[src/rtl/mem_arb_pkg.sv]
// Shared types for the instruction/data memory arbiter.
// Bus widths come from the common ADDR_WIDTH / INSTR_WIDTH / WORD_WIDTH defines;
// they fall back to 32 bits when no common defs were compiled ahead of this file.
// Optional response watchdog is enabled by defining RVM_ARB_TIMEOUT_EN.

`ifndef ADDR_WIDTH
`define ADDR_WIDTH 32
`endif
`ifndef INSTR_WIDTH
`define INSTR_WIDTH 32
`endif
`ifndef WORD_WIDTH
`define WORD_WIDTH 32
`endif

package mem_arb_pkg;

  localparam int ADDR_W  = `ADDR_WIDTH;
  localparam int INSTR_W = `INSTR_WIDTH;
  localparam int WORD_W  = `WORD_WIDTH;

  typedef enum logic [1:0] {
    IDLE,
    BUSY_I,
    BUSY_D,
    RESP
  } arb_state_t;

  typedef enum logic {
    GNT_I,
    GNT_D
  } arb_gnt_t;

endpackage

[src/rtl/mem_arbiter_if.sv]
// Bundle of requester, memory and stall signals around the arbiter.
// slave: the arbiter's view; master: the requesters' and memory's view.

interface mem_arbiter_if;
  import mem_arb_pkg::*;

  logic               i_req;
  logic [ADDR_W-1:0]  i_addr;
  logic               i_ack;
  logic [INSTR_W-1:0] i_rdata;

  logic               d_req;
  logic               d_we;
  logic               d_mode;
  logic [ADDR_W-1:0]  d_addr;
  logic [WORD_W-1:0]  d_wdata;
  logic               d_ack;
  logic [WORD_W-1:0]  d_rdata;

  logic               mem_req;
  logic               mem_we;
  logic               mem_mode;
  logic [ADDR_W-1:0]  mem_addr;
  logic [WORD_W-1:0]  mem_wdata;
  logic               mem_ready;
  logic [WORD_W-1:0]  mem_rdata;

  logic               i_stall;
  logic               d_stall;

  modport slave (
    input  i_req, i_addr, d_req, d_we, d_mode, d_addr, d_wdata,
    input  mem_ready, mem_rdata,
    output i_ack, i_rdata, d_ack, d_rdata,
    output mem_req, mem_we, mem_mode, mem_addr, mem_wdata,
    output i_stall, d_stall
  );

  modport master (
    output i_req, i_addr, d_req, d_we, d_mode, d_addr, d_wdata,
    output mem_ready, mem_rdata,
    input  i_ack, i_rdata, d_ack, d_rdata,
    input  mem_req, mem_we, mem_mode, mem_addr, mem_wdata,
    input  i_stall, d_stall
  );

endinterface

[src/rtl/arb_wdog.sv]
// Memory-response watchdog for the arbiter, only built when RVM_ARB_TIMEOUT_EN
// is defined. Counts enabled cycles and flags expiry on the last allowed one.

`ifdef RVM_ARB_TIMEOUT_EN
module arb_wdog #(
  parameter int TIMEOUT_CYCLES = 64
) (
  input  logic clk,
  input  logic rst_n,
  input  logic enable_i,
  input  logic clear_i,
  output logic expire_o
);

  localparam int CW = $clog2(TIMEOUT_CYCLES + 1);
  localparam logic [CW-1:0] LAST = CW'(TIMEOUT_CYCLES - 1);

  logic [CW-1:0] cnt_q, cnt_d;

  // Next count: clear wins, otherwise advance while enabled and not yet expired.
  always_comb begin
    cnt_d = cnt_q;
    if (clear_i) begin
      cnt_d = '0;
    end else if (enable_i && (cnt_q != LAST)) begin
      cnt_d = cnt_q + CW'(1);
    end
  end

  // Count register.
  always_ff @(posedge clk or negedge rst_n) begin
    if (!rst_n) begin
      cnt_q <= '0;
    end else begin
      cnt_q <= cnt_d;
    end
  end

  assign expire_o = enable_i && (cnt_q == LAST);

endmodule
`endif

[src/rtl/mem_arbiter.sv]
// Two-requester (instruction fetch / data) arbiter onto one single-port memory.
// Data wins ties unless instruction fetch has been starved STARVE_MAX times.
// Define RVM_ARB_TIMEOUT_EN to add a response watchdog that forces a zero
// response and sets the sticky err flag after TIMEOUT_CYCLES busy cycles.

module mem_arbiter
  import mem_arb_pkg::*;
#(
  parameter int STARVE_MAX     = 4,
  parameter int TIMEOUT_CYCLES = 64
) (
  input  logic          clk,
  input  logic          rst_n,
  mem_arbiter_if.slave  bus,
  output logic          err
);

  localparam int SW = $clog2(STARVE_MAX + 1);
  localparam logic [SW-1:0] STARVE_LIM = SW'(STARVE_MAX);

  if ((STARVE_MAX < 1) || (TIMEOUT_CYCLES < 1)) begin : g_bad_params
    $error("mem_arbiter: STARVE_MAX and TIMEOUT_CYCLES must be at least 1");
  end

  arb_state_t         state_q, state_d;
  arb_gnt_t           gnt_q, gnt_d;
  logic [SW-1:0]      starveCnt_q, starveCnt_d;
  logic               grant;
  logic               done;
  logic               timeout;
  logic               expire;
  logic               busy;

  logic               memReq_q, memWe_q, memMode_q;
  logic [ADDR_W-1:0]  memAddr_q;
  logic [WORD_W-1:0]  memWdata_q;
  logic               iAck_q, dAck_q;
  logic [INSTR_W-1:0] iRdata_q;
  logic [WORD_W-1:0]  dRdata_q;

  assign busy = (state_q == BUSY_I) || (state_q == BUSY_D);

`ifdef RVM_ARB_TIMEOUT_EN
  logic err_q;

  arb_wdog #(.TIMEOUT_CYCLES(TIMEOUT_CYCLES)) u_wdog (
    .clk      (clk),
    .rst_n    (rst_n),
    .enable_i (busy),
    .clear_i  (!busy),
    .expire_o (expire)
  );

  // Sticky error: set by any watchdog expiry, cleared only by reset.
  always_ff @(posedge clk or negedge rst_n) begin
    if (!rst_n) begin
      err_q <= 1'b0;
    end else if (timeout) begin
      err_q <= 1'b1;
    end
  end

  assign err = err_q;
`else
  assign expire = 1'b0;
  assign err    = 1'b0;
`endif

  // Arbitration decision, FSM next state and starvation bookkeeping.
  always_comb begin
    state_d     = state_q;
    gnt_d       = gnt_q;
    starveCnt_d = starveCnt_q;
    grant       = 1'b0;
    done        = 1'b0;
    timeout     = 1'b0;
    unique case (state_q)
      IDLE: begin
        if (bus.d_req && !((starveCnt_q == STARVE_LIM) && bus.i_req)) begin
          state_d = BUSY_D;
          gnt_d   = GNT_D;
          grant   = 1'b1;
          if (!bus.i_req) begin
            starveCnt_d = '0;
          end else if (starveCnt_q != STARVE_LIM) begin
            starveCnt_d = starveCnt_q + SW'(1);
          end
        end else if (bus.i_req) begin
          state_d     = BUSY_I;
          gnt_d       = GNT_I;
          grant       = 1'b1;
          starveCnt_d = '0;
        end
      end
      BUSY_I, BUSY_D: begin
        if (bus.mem_ready) begin
          state_d = RESP;
          done    = 1'b1;
        end else if (expire) begin
          state_d = RESP;
          timeout = 1'b1;
        end
      end
      RESP: state_d = IDLE;
      default: state_d = IDLE;
    endcase
  end

  // FSM, grant and starvation counter registers.
  always_ff @(posedge clk or negedge rst_n) begin
    if (!rst_n) begin
      state_q     <= IDLE;
      gnt_q       <= GNT_I;
      starveCnt_q <= '0;
    end else begin
      state_q     <= state_d;
      gnt_q       <= gnt_d;
      starveCnt_q <= starveCnt_d;
    end
  end

  // Registered memory request, winner's latched fields, ack pulses and read data.
  always_ff @(posedge clk or negedge rst_n) begin
    if (!rst_n) begin
      memReq_q   <= 1'b0;
      memWe_q    <= 1'b0;
      memMode_q  <= 1'b0;
      memAddr_q  <= '0;
      memWdata_q <= '0;
      iAck_q     <= 1'b0;
      dAck_q     <= 1'b0;
      iRdata_q   <= '0;
      dRdata_q   <= '0;
    end else begin
      memReq_q <= (state_d == BUSY_I) || (state_d == BUSY_D);
      if (grant) begin
        if (gnt_d == GNT_D) begin
          memWe_q    <= bus.d_we;
          memMode_q  <= bus.d_mode;
          memAddr_q  <= bus.d_addr;
          memWdata_q <= bus.d_wdata;
        end else begin
          memWe_q    <= 1'b0;
          memMode_q  <= 1'b0;
          memAddr_q  <= bus.i_addr;
          memWdata_q <= '0;
        end
      end
      iAck_q <= (done || timeout) && (gnt_q == GNT_I);
      dAck_q <= (done || timeout) && (gnt_q == GNT_D);
      if (gnt_q == GNT_I) begin
        if (done) begin
          iRdata_q <= INSTR_W'(bus.mem_rdata);
        end else if (timeout) begin
          iRdata_q <= '0;
        end
      end else if (!memWe_q) begin
        if (done) begin
          dRdata_q <= bus.mem_rdata;
        end else if (timeout) begin
          dRdata_q <= '0;
        end
      end
    end
  end

  assign bus.mem_req   = memReq_q;
  assign bus.mem_we    = memWe_q;
  assign bus.mem_mode  = memMode_q;
  assign bus.mem_addr  = memAddr_q;
  assign bus.mem_wdata = memWdata_q;
  assign bus.i_ack     = iAck_q;
  assign bus.d_ack     = dAck_q;
  assign bus.i_rdata   = iRdata_q;
  assign bus.d_rdata   = dRdata_q;
  assign bus.i_stall   = bus.i_req && !iAck_q;
  assign bus.d_stall   = bus.d_req && !dAck_q;

endmodule

[src/flat_wrapper.sv]
// flat-port wrapper written by rule: the top's interface ports become plain ports
module mem_arbiter_flat import mem_arb_pkg::*;
#(
  parameter int STARVE_MAX     = 4,
  parameter int TIMEOUT_CYCLES = 64
)
  (clk, rst_n, err, bus_i_req, bus_i_addr, bus_d_req, bus_d_we, bus_d_mode, bus_d_addr, bus_d_wdata, bus_mem_ready, bus_mem_rdata, bus_i_ack, bus_i_rdata, bus_d_ack, bus_d_rdata, bus_mem_req, bus_mem_we, bus_mem_mode, bus_mem_addr, bus_mem_wdata, bus_i_stall, bus_d_stall);
  mem_arbiter_if bus_i ();
  input  logic clk;
  input  logic rst_n;
  output logic err;
  input wire logic [$bits(bus_i.i_req)-1:0] bus_i_req;
  input wire logic [$bits(bus_i.i_addr)-1:0] bus_i_addr;
  input wire logic [$bits(bus_i.d_req)-1:0] bus_d_req;
  input wire logic [$bits(bus_i.d_we)-1:0] bus_d_we;
  input wire logic [$bits(bus_i.d_mode)-1:0] bus_d_mode;
  input wire logic [$bits(bus_i.d_addr)-1:0] bus_d_addr;
  input wire logic [$bits(bus_i.d_wdata)-1:0] bus_d_wdata;
  input wire logic [$bits(bus_i.mem_ready)-1:0] bus_mem_ready;
  input wire logic [$bits(bus_i.mem_rdata)-1:0] bus_mem_rdata;
  output wire logic [$bits(bus_i.i_ack)-1:0] bus_i_ack;
  output wire logic [$bits(bus_i.i_rdata)-1:0] bus_i_rdata;
  output wire logic [$bits(bus_i.d_ack)-1:0] bus_d_ack;
  output wire logic [$bits(bus_i.d_rdata)-1:0] bus_d_rdata;
  output wire logic [$bits(bus_i.mem_req)-1:0] bus_mem_req;
  output wire logic [$bits(bus_i.mem_we)-1:0] bus_mem_we;
  output wire logic [$bits(bus_i.mem_mode)-1:0] bus_mem_mode;
  output wire logic [$bits(bus_i.mem_addr)-1:0] bus_mem_addr;
  output wire logic [$bits(bus_i.mem_wdata)-1:0] bus_mem_wdata;
  output wire logic [$bits(bus_i.i_stall)-1:0] bus_i_stall;
  output wire logic [$bits(bus_i.d_stall)-1:0] bus_d_stall;
  assign bus_i.i_req = bus_i_req;
  assign bus_i.i_addr = bus_i_addr;
  assign bus_i.d_req = bus_d_req;
  assign bus_i.d_we = bus_d_we;
  assign bus_i.d_mode = bus_d_mode;
  assign bus_i.d_addr = bus_d_addr;
  assign bus_i.d_wdata = bus_d_wdata;
  assign bus_i.mem_ready = bus_mem_ready;
  assign bus_i.mem_rdata = bus_mem_rdata;
  assign bus_i_ack = bus_i.i_ack;
  assign bus_i_rdata = bus_i.i_rdata;
  assign bus_d_ack = bus_i.d_ack;
  assign bus_d_rdata = bus_i.d_rdata;
  assign bus_mem_req = bus_i.mem_req;
  assign bus_mem_we = bus_i.mem_we;
  assign bus_mem_mode = bus_i.mem_mode;
  assign bus_mem_addr = bus_i.mem_addr;
  assign bus_mem_wdata = bus_i.mem_wdata;
  assign bus_i_stall = bus_i.i_stall;
  assign bus_d_stall = bus_i.d_stall;
  mem_arbiter #(.STARVE_MAX(STARVE_MAX), .TIMEOUT_CYCLES(TIMEOUT_CYCLES)) u_core (.clk(clk), .rst_n(rst_n), .bus(bus_i), .err(err));
endmodule
[config.mk]
export PLATFORM = sky130hd
export DESIGN_NAME = mem_arbiter_flat
export DESIGN_NICKNAME = d
export VERILOG_FILES = /design/src/rtl/mem_arb_pkg.sv /design/src/rtl/mem_arbiter_if.sv /design/src/rtl/arb_wdog.sv /design/src/rtl/mem_arbiter.sv /design/src/flat_wrapper.sv
export SDC_FILE = /design/constraint.sdc
export NUM_CORES = 1
export LEC_CHECK = 0
export BUFFER_PORTS_ARGS = -buffer_cell sky130_fd_sc_hd__buf_2
export CAP_MARGIN = 15
export CORE_ASPECT_RATIO = 0.7
export CORE_UTILIZATION = 41
export CTS_BUF_LIST = sky130_fd_sc_hd__clkbuf_4 sky130_fd_sc_hd__clkbuf_8 sky130_fd_sc_hd__clkbuf_16
export DETAILED_ROUTE_END_ITERATION = 10
export PLACE_DENSITY = 0.76
export SYNTH_ARGS = -nofsm -noshare
export SYNTH_HDL_FRONTEND = slang
export SYNTH_SLANG_ARGS = --single-unit
export TNS_END_PERCENT = 5
[constraint.sdc]
create_clock -name clk -period 1.66 [get_ports clk]
set_clock_uncertainty 0.05 [all_clocks]
set_input_delay 0.332 -clock clk [delete_from_list [all_inputs] [get_ports clk]]
set_output_delay 0.332 -clock clk [all_outputs]
set_load 0.01 [all_outputs]
# Word-level counts from Yosys, hierarchy flattened
# Cells that the tools add are included.
[op_classes] n_addsub=1 n_eq_ne=8 n_mux=21 bitwise_logic=2 reduce_logical=16
[op_table] cell="32-bit 2-to-1 mux" count=3
[op_table] cell="3-bit 2-to-1 mux" count=4
[op_table] cell="1-bit 2-to-1 mux" count=10
[op_table] cell="2-bit == test, second input constant" count=3
[op_table] cell="1-bit logical AND" count=6
[op_table] cell="2-bit 2-to-1 mux" count=3
[op_table] cell="3-bit != test, second input constant" count=2
[op_table] cell="2-bit case mux with 3 select lines" count=1
[op_table] cell="3-bit AND reduction" count=2
[op_table] cell="2-bit by 1-bit == test with 1-bit output, second input constant" count=2
[op_table] cell="3-bit by 1-bit adder with 3-bit output, second input constant" count=1
[op_table] cell="3-bit == test, second input constant" count=1
[op_table] cell="1-bit zero test" count=3
[op_table] cell="2-bit zero test" count=1
[op_table] cell="1-bit NOT" count=2
[op_table] cell="2-bit AND reduction" count=1
[op_table] cell="2-bit nonzero test" count=1
[op_table] cell="2-bit OR reduction" count=1
[op_table] cell="1-bit logical OR" count=1
[word_totals] regBits=139 in_bits=135 output_inout_bits=136 elab_cells=60

# Depth between registers and ports, before layout
[depth] word_depth=8 depth_mapped=8

# Least setup slack after synthesis
# Ideal clock, no wire load.
[synth_path] path_type="register to register" startpoint="register u_core.state_q[0]" endpoint="register u_core.dRdata_q[1] (netlist: u_core.bus.d_rdata[1])" arrival_time_ps=1553 t_required_ps=1485 setup_slack_ps=-68 stages_incl_launch_ff=8 path_cell_list="dfrtp_1 > inv_1 > ha_1 > and3_1 > nand2b_1 > buf_2 > buf_6 > mux2_2"
[synth_via] elab_chain_len=4 elab_cells_between_ends=5 classes_between="eq/ne: 2; mux: 1; reduce/logical: 2"
[synth_lines] element="from (decl)" line_no="mem_arbiter.sv:25" rtl="arb_state_t state_q, state_d;"
[synth_lines] element="from (signal assigned)" line_no="mem_arbiter.sv:116" rtl="state_q <= state_d;"
[synth_lines] element="2-bit == test / 2-bit by 1-bit == test with 1-bit output (equally long branches)"
[synth_lines] element="2-bit OR reduction (*)" line_no="mem_arbiter.sv:77" rtl="unique case (state_q)"
[synth_lines] element="1-bit 2-to-1 mux (*)" line_no="mem_arbiter.sv:77"
[synth_lines] element="3-bit AND reduction (no line) (*)"
[synth_lines] element="to (signal assigned)" line_no="mem_arbiter.sv:159" rtl="dRdata_q <= bus.mem_rdata;"
[synth_lines] element="to (decl)" line_no="mem_arbiter.sv:39" rtl="logic [WORD_W-1:0] dRdata_q;"
# Every way passes the cells marked *; elsewhere a longest branch is shown, timed or not.
# A chain may end at the register's enable or synchronous reset.

# Final worst setup path
[layout_path] startpoint="register u_core.state_q[1]" endpoint="register u_core.dRdata_q[23] (netlist: u_core.bus.d_rdata[23])"
# The elaborated chain is that of the path after synthesis.

==> key figures <==
Synth
  • Post-synthesis adder-cell area fraction: 0.00915
  • Post-synth cell types: 32
  • Area contributors post-synth: dfrtp_1, nand2_1, mux2_2, a22o_1, a22oi_1
  • Synth Cell Area: 0.00547 sq mm
  • Mean Syn Cell Area: 11.5 sq um
  • Synth top area share: 0.636
  • Register bit count reported by yosys: 139
  • Sequential fraction of the synthesis area: 0.636
  • Synth warn: 0
  • Synth area leader: dfrtp_1
  • Post-synthesis mux area share: 0.0659
  • Largest family of logic cells by synthesized area: simple AND/OR/NAND/NOR gates
  • Synth Area in Simple Gates: 0.130
  • Synth Area in XOR/XNOR: 0.00320
  • Syn_nets: around 600
  • Mapped Cells: ~470
  • Compound-cell area share of the yosys netlist: 0.116

Routing
  • Final WL: roughly 15 mm
  • DR vias: 4594
  • Routed vias/inst: 4.93
  • DRC Markers: 0
  • Routed wire per std cell: 15.6 um
  • Detailed Routing Iterations Pass 1: 5
  • Initial DRC count: 172
  • Final ANT Viol Nets: 0

Global routing
  • Grt ovf: 0
  • First-pass GRT wire length: 24.0 mm
  • Initial antenna violation count: 0
  • Gr usage total: 0.223
  • Largest net degree at the start of global routing: 51
  • Vias in the first global route: 4769

Cells and area
  • # nets final: 895
  • Layout cell share with drive strength beyond 1: 0.487
  • Area growth syn-to-layout: 43.4%
  • Commonest non-fill, non-tap cell in the layout: buf_2
  • Post-layout instance area: 0.00785 sq mm
  • Commonest cells after routing, fill and taps aside: buf_2, nand2_1, dfrtp_1, a22o_1, mux2_2

Power
  • VDD IR-drop max: 0.000769 V
  • Static leakage: around 4.3 nW
  • PwrDens: 2020 mW/mm^2
  • Final Power: 15.9 mW
  • Flop pwr share: 0.364
  • Sw frac: 0.357
  • Clock share of power: 0.230
  • Internal power: 10.2 mW
  • Sw power: 5.67 mW
  • Power share of the combinational group: 0.406

Timing
  • Fin. max-slew vios: 0
  • Fin crit share: 0.999
  • Worst hold margin: approximately 0.08 ns
  • Tmin final: around 1.7 ns
  • RSZ-0062 raised after global routing: true
  • Endpoints failing setup: 0
  • FMAX: 603 MHz
  • Fin. Hold Viols: 0

Setup path
  • R2r setup slk: 0.001 ns
  • Worst path top cell family by delay: flip-flops
  • Reg2reg path depth: 6
  • Critical Path Source Type: flop
  • Critical path's slowest cell: dfrtp_1
  • WP data arrival: 1.90 ns
  • Crit. End Element: flop
  • Buf/Inv on CP: 2
  • Critical path fanouts, max: 16
  • Max stage delay on crit path: 0.39 ns
  • Critical path type: flop to flop
  • Worst-path cell chain: inv_2 > ha_4 > and3_4 > nand2b_4 > buf_16 > mux2_2
  • Number of cells on the critical path: 6
  • Critical path data required time: 1.90 ns

Die
  • Die footprint: about 0.014 sq mm
  • I/O pin count: 271
  • Rows: 34
  • Core Area: 0.0127 sq mm
  • Chip Width: 140 um
  • Initial Util: 0.430
  • Die Span Y: 98.7 um

Clock tree
  • Root buffer cell: clkbuf_16
  • CTS tree: built
  • H-Tree Depth: 4
  • Num CTS Buffers: 17
  • Worst-path clk slew: about 0.06 ns
  • Clk_lat worst skew: 0.40 ns
  • Clock tree buffer depth: 2
  • Clock sink count: between 100 and 150

Hold path
  • Min-Delay Path Depth: 3
  • Min-Delay Path Class: primary input to flop

Placed design
  • Placed Area: 0.00710 sq mm
  • Port Buf Inserts: between 200 and 300
  • Hpwl dp: between 10 and 15 mm
  • Routability congestion estimate: 0.832

Outcome
  • Status: completed

Job
  • Max cap viols: 0
metal layers:
layer	up-vias	GRT usage	wire (um)
li1	2165	-	-
met1	2226	0.279	6260
met2	183	0.376	7110
met3	20	0.0617	940
met4	0	0.0710	199
met5	-	0	0
cell type report:
type                       instances  area (sq um)
clock buffer                      17           425
multi-input combinational        299          1890
timing repair buffer             293          1680
clock inverter                    14           148
fill                            1016          4870
inverter                           6          22.5
sequential                       139          3480
tap                              162           203
antenna                            1          2.50
per-stage QoR:
stage,std cells,setup TNS (ns),util,setup slack (ns)
5_1_grt,930,-0.683,0.617,-0.0459
4_1_cts,930,0,0.611,0.0225
3_5_place_dp,895,-3.05,0.558,-0.109
6_report,931,0,0.617,0.00130
2_1_floorplan,474,-0.538,-,-0.0202
3_3_place_gp,895,-0.924,0.558,-0.0329
worst reg2reg max path: cells and delay by family, from the launching register on:
kind / cells / cell delay [ns]
and+or+nand+nor: 2 / 0.30
muxes: 1 / 0.34
buffers and inverters: 2 / 0.27
DFF: 1 / 0.39
adders and majority gates: 1 / 0.20
power groups by stage:
stage          registers, mW  logic (mW)  clock network (mW)
2_1_floorplan           6.49        2.75                   0
3_3_place_gp            5.72        5.95                   0
3_5_place_dp            5.79        6.17                   0
4_1_cts                 5.77        6.42                3.73
5_1_grt                 5.97        7.07                3.89
6_report                5.78        6.44                3.65
cell families (layout without fill, tap and decap cells):
group                    after synthesis  in the layout
AO/OA/AOI/OAI                         79             79
other                                  1              2
adder cells (fa/ha/maj)                4              4
XOR/XNOR                               2              2
multiplexers                          32             32
flip-flops                           139            139
AND/OR/NAND/NOR                      181            181
buffers and inverters                 36            330
cells in the mapped netlist:
| master | count |
|---|---|
| nand2_1 | 169 |
| dfrtp_1 | 139 |
| a22o_1 | 34 |
| a22oi_1 | 32 |
| mux2_2 | 28 |
| buf_2 | 10 |
| clkbuf_1 | 10 |
| buf_6 | 8 |
| inv_1 | 6 |
| ha_1 | 4 |
| mux2_1 | 4 |
| o21ai_0 | 4 |
| nor2_1 | 3 |
| a21o_1 | 2 |
| buf_4 | 2 |
| nor2b_1 | 2 |
| xnor2_1 | 2 |
| a21oi_1 | 1 |
| a32o_1 | 1 |
| and2_1 | 1 |
| and3_1 | 1 |
| and3_4 | 1 |
| conb_1 | 1 |
| nand2b_1 | 1 |
| nand3_1 | 1 |
| nand3_2 | 1 |
| nand3b_1 | 1 |
| o21ai_2 | 1 |
| o22a_1 | 1 |
| o22ai_1 | 1 |
| o31ai_1 | 1 |
| o32ai_2 | 1 |
state kept, by name, summed over array words and instances (netlist names), named ones only:
signal,cells
u_core.bus.d_ack,1
u_core.bus.mem_we,1
u_core.bus.mem_wdata,32
u_core.bus.i_ack,1
u_core.starveCnt_q,3
u_core.bus.mem_mode,1
u_core.bus.i_rdata,32
u_core.bus.mem_req,1
u_core.bus.mem_addr,32
u_core.bus.d_rdata,32
u_core.state_q,2
path summary, 6_finish.rpt:
path	from	end
worst max-delay path	u_core.state_q[1]$_DFF_PN0_	u_core.bus.d_rdata[23]$_DFFE_PN0P_
worst min-delay path	bus_mem_rdata[8]	u_core.bus.i_rdata[8]$_DFFE_PN0P_
worst max register to register	u_core.state_q[1]$_DFF_PN0_	u_core.bus.d_rdata[23]$_DFFE_PN0P_
worst min register to register	u_core.bus.mem_addr[16]$_DFFE_PN0P_	u_core.bus.mem_addr[16]$_DFFE_PN0P_
min in group asynchronous	rst_n	u_core.bus.d_rdata[12]$_DFFE_PN0P_
max in group asynchronous	rst_n	u_core.state_q[1]$_DFF_PN0_
repair_timing:
action	CTS	global route
hold buffers	1	0
endpoints found under the hold margin	19	0
gates cloned	2	0
buffers inserted	2	0
setup endpoints to repair	33	53
resized for setup	8	14
pin swaps	1	3
Note: power is estimated with default switching activity, not from simulation.
